### config.mk
export PLATFORM = sky130hd
export DESIGN_NAME = deser_framer
export DESIGN_NICKNAME = d
export VERILOG_FILES = /design/src/rtl/deser_framer.sv
export SDC_FILE = /design/constraint.sdc
export NUM_CORES = 1
export LEC_CHECK = 0
export BUFFER_PORTS_ARGS = -buffer_cell sky130_fd_sc_hd__buf_2
export CORE_MARGIN = 2
export CORE_UTILIZATION = 51
export DETAILED_ROUTE_END_ITERATION = 8
export GPL_TIMING_DRIVEN = 0
export PLACE_DENSITY = 0.72
export SLEW_MARGIN = 20
export SYNTH_ARGS = -nofsm -noshare
export SYNTH_HDL_FRONTEND = slang
export SYNTH_SLANG_ARGS = --single-unit
### constraint.sdc
create_clock -name clk -period 3.2 [get_ports clk]
set_input_delay 0.48 -clock clk [delete_from_list [all_inputs] [get_ports clk]]
set_output_delay 0.48 -clock clk [all_outputs]
set_load 0.02 [all_outputs]
### src/rtl/deser_framer.sv
// rtl/deser_framer.sv - serial-to-parallel deframer with sync-word hunt and word handshake
// HUNT searches for SYNC_WORD (or locks at once when sync_en=0); LOCKED emits WIDTH-bit words.
module deser_framer #(
  parameter int              WIDTH     = 16,
  parameter bit              MSB_FIRST = 1'b1,
  parameter logic [WIDTH-1:0] SYNC_WORD = WIDTH'(16'hA5A5)
) (
  input  logic             clk,
  input  logic             reset,
  input  logic             bit_in,
  input  logic             bit_valid,
  input  logic             sync_en,
  input  logic             resync,
  input  logic             word_ready,
  input  logic             ovf_clr,
  output logic [WIDTH-1:0] word_out,
  output logic             word_valid,
  output logic             locked,
  output logic             overflow
);

  localparam int CW = $clog2(WIDTH);
  localparam int FW = $clog2(WIDTH + 1);

  typedef enum logic {HUNT, LOCKED} state_t;

  state_t           state, state_nxt;
  logic [WIDTH-1:0] shreg, shreg_nxt, shreg_shift;
  logic [FW-1:0]    fill, fill_nxt, fill_inc;
  logic [CW-1:0]    bcnt, bcnt_nxt;
  logic [WIDTH-1:0] word_nxt;
  logic             valid_nxt, ovf_nxt;
  logic             complete, load, ovf_event;

  always_ff @(posedge clk or posedge reset) begin
    if (reset) begin
      state      <= HUNT;
      shreg      <= '0;
      fill       <= '0;
      bcnt       <= '0;
      word_out   <= '0;
      word_valid <= 1'b0;
      overflow   <= 1'b0;
    end else begin
      state      <= state_nxt;
      shreg      <= shreg_nxt;
      fill       <= fill_nxt;
      bcnt       <= bcnt_nxt;
      word_out   <= word_nxt;
      word_valid <= valid_nxt;
      overflow   <= ovf_nxt;
    end
  end

  always_comb begin
    shreg_shift = MSB_FIRST ? {shreg[WIDTH-2:0], bit_in} : {bit_in, shreg[WIDTH-1:1]};
    fill_inc    = (fill == FW'(WIDTH)) ? fill : fill + 1'b1;

    state_nxt = state;
    shreg_nxt = shreg;
    fill_nxt  = fill;
    bcnt_nxt  = bcnt;
    complete  = 1'b0;

    // resync wins over everything, including a word completing this cycle
    if (resync) begin
      state_nxt = HUNT;
      fill_nxt  = '0;
      bcnt_nxt  = '0;
    end else begin
      case (state)
        HUNT: begin
          if (!sync_en) begin
            state_nxt = LOCKED;
            bcnt_nxt  = '0;
          end else if (bit_valid) begin
            shreg_nxt = shreg_shift;
            fill_nxt  = fill_inc;
            if (fill_inc == FW'(WIDTH) && shreg_shift == SYNC_WORD) begin
              state_nxt = LOCKED;
              bcnt_nxt  = '0;
            end
          end
        end
        LOCKED: begin
          if (bit_valid) begin
            shreg_nxt = shreg_shift;
            if (bcnt == CW'(WIDTH - 1)) begin
              bcnt_nxt = '0;
              complete = 1'b1;
            end else begin
              bcnt_nxt = bcnt + 1'b1;
            end
          end
        end
        default: state_nxt = HUNT;
      endcase
    end

    // a stalled consumer keeps the old word; the new one is dropped and flagged
    ovf_event = complete && word_valid && !word_ready;
    load      = complete && !ovf_event;

    word_nxt  = load ? shreg_shift : word_out;
    valid_nxt = word_valid;
    if (load)
      valid_nxt = 1'b1;
    else if (word_valid && word_ready)
      valid_nxt = 1'b0;

    ovf_nxt = overflow;
    if (ovf_event)
      ovf_nxt = 1'b1;
    else if (ovf_clr)
      ovf_nxt = 1'b0;
  end

  assign locked = (state == LOCKED);

endmodule
==> reports/qor.txt <==
Setup crit start kind = flop
Resized Gates After CTS = 0
Die Footprint = 4460 sq um
DPL Wire Length = 2.47 mm
Worst R2R Setup Slack = 1.24 ns
Clock buffer count from CTS = 5
Row count = 22
TritonCTS clock tree = yes
H-tree depth = 2
Setup violations, final = 0
Port Buffers = 25
Post-CTS setup buffer count = 0
Final core occ = 62.1%
Power Density = 503 nW/um^2
Wirelength per Cell = 14.5 um
Final slew viol count = 0
Antenna fix cells = 0
Vias in the first global route = 1250
Leakage power = 1.12 nW
Setup Slack @ Placement = 1.17 ns
Core area = 3720 sq um
Initial antenna violation count = 0
Post-route minimum period = 1.96 ns
Final period utilization = 61.4%
R2r endpoint = bcnt[1]
Crit path DAT = 2.14 ns
Nets@finish = 199
Crit Path Class = flop to flop
Layout area overhead = 14.8%
Worst Path Max Fanout = 8
Status = completed
Maximum root-to-sink buffer count = 2
GR Util All Layers = 17.2%
Slew Limit Headroom = 63.6%
Largest net degree at the start of global routing = 37
First-pass GRT wire length = 5.70 mm
R2R Path Start = fill[0]
Commonest non-fill, non-tap cell in the layout = dfrtp_1
Worst vdd ir = 274 uV
I/O Pins = 27
Die X = 66.8 um
# DRC = 0
Final setup margin = 1.24 ns
Final hold vios = 0
Post-synth EDFFs = 0
DRT Pass-1 Iters = 4
Warning count from the yosys run = 0
GPL Wtd Cong = 0.885
Worst-Skew Late Latency = 0.30 ns
Delay-heaviest family, CP = simple AND/OR/NAND/NOR gates
Seq/Total Area, Yosys = 53.5%
DP Area = 2210 sq um
Yosys cell types = 34
Ys async rst share = 100%
Worst Skew = 0.00643 ns
Most frequent cells in the layout = dfrtp_1, buf_2, mux2_2
RSZ-0062 raised after global routing = false
Die height = 66.8 um
Class of the worst hold path = input port to asynchronous set/reset pin
Layout cells sized above 1 = 40.7%
Post-synthesis register bit count = 43
CP Capture Type = flop
Congestion Overflow GR = 0
Most used flip-flop cell after synthesis = dfrtp_1
CP cell instances = inv_1 -> ha_1 -> and4bb_2 -> nand3_1 -> nor3_1 -> and2_1 -> o22ai_1
Reg2Reg Depth = 7
CTS Root Buffer Type = clkbuf_8
Worst Path Required = 3.37 ns
Initial Utilization = 54.1%
Worst slew pin tran = 0.543 ns
Post-Syn Area = 2010 sq um
Routed Antenna Nets = 0
Buffers & Inverters on Critical Path = 1
Via density = 5.40
Number of max-cap violations = 0
Worst path max stage delay = 0.46 ns
1st-iter DRT viols = 68
Count of clock tree sinks = 43
Final TNS setup = 0 ns
Post-Synthesis Cells = 155
Hold-fix buffers at CTS = 0
Clock transition at path regs = 0.08 ns
Syn Nets = 166
Post-Route WL = 3.43 mm
Via Count = 1280
Max stage delay cell, worst path = dfrtp_1
Fin area = 2310 sq um
Fmax = 509 MHz
Post-Syn Area per Cell = 13.0 sq um
==> per-layer routing <==
metal / track usage (%) / routed length, um
met5: 0 / 0
met3: 4.05 / 132
met1: 22.5 / 1670
met2: 27.1 / 1560
met4: 7.91 / 61
==> worst register-to-register path, stage by stage (launching register included) <==
cell      delay, ns
dfrtp_1        0.46
inv_1          0.07
ha_1           0.31
and4bb_2       0.28
nand3_1        0.07
nor3_1         0.28
and2_1         0.26
o22ai_1        0.12
==> report_power, final <==
group          switching (mW)  internal (mW)  total (mW)
Sequential             0.0716          0.612       0.684
Combinational          0.0461         0.0800       0.126
Clock                   0.195          0.156       0.351
==> cells in the mapped netlist, types with 3 or more instances <==
master	n	area share [%]
mux2_4	10	7.5
o21ai_0	5	1.2
dfrtp_1	43	54
nor4bb_1	3	1.5
nand2_1	9	1.7
nand3_1	7	1.7
nand3b_1	5	1.9
mux2_2	22	12
ha_1	3	1.9
nor2_1	3	0.56
a21oi_1	7	1.7
or3_1	4	1.2
inv_1	5	0.93
o22ai_1	5	1.6
==> worst max-delay path by stage <==
stage / startpoint / endpoint / cells past startpoint / slack [ns]
3_3_place_gp: resync / word_out[11] / 7 / 1.19
6_report: fill[0] / bcnt[1] / 7 / 1.24
2_1_floorplan: bit_valid / word_out[10] / 7 / 1.37
5_1_grt: fill[0] / bcnt[1] / 7 / 1.12
3_5_place_dp: resync / word_out[11] / 7 / 1.17
4_1_cts: bcnt[1] / word_out[11] / 7 / 1.26
==> kinds of logic (layout without fill, tap and decap cells) <==
| group | after synthesis | in the layout | synth area share (%) |
|---|---|---|---|
| AOI/OAI and AO/OA | 18 | 18 | 5.04 |
| and+or+nand+nor | 44 | 44 | 14.3 |
| muxes | 33 | 33 | 20.3 |
| DFF | 43 | 43 | 53.5 |
| buffers and inverters | 11 | 45 | 3.67 |
| adders and majority gates | 3 | 3 | 1.87 |
| xor gates and xnor gates | 3 | 3 | 1.31 |
==> stage by stage <==
| stage | hold WS (ns) | total power, mW | cells |
|---|---|---|---|
| finish | 0.0843 | 1.16 | 237 |
| floorplan | 0.501 | 0.774 | 155 |
| CTS | 0.0852 | 1.17 | 237 |
| global placement | 0.484 | 0.810 | 228 |
| detailed placement | 0.405 | 0.821 | 229 |
| global route | 0.0828 | 1.22 | 237 |
==> flip-flops by register name, summed over array words and instances (netlist names) <==
register / count
shreg: 15
overflow: 1
word_valid: 1
word_out: 16
bcnt: 4
fill: 5
locked: 1
==> final cells by class <==
cell class | instances | area [sq um]
clock buffer | 5 | 68.8
fill | 289 | 1410
buffer | 6 | 55.1
sequential | 43 | 1080
timing repair buffer | 26 | 145
clock inverter | 3 | 23.8
multi-input combinational | 101 | 860
inverter | 5 | 18.8
tap | 48 | 60.1
(Power assumes the default switching activity.)
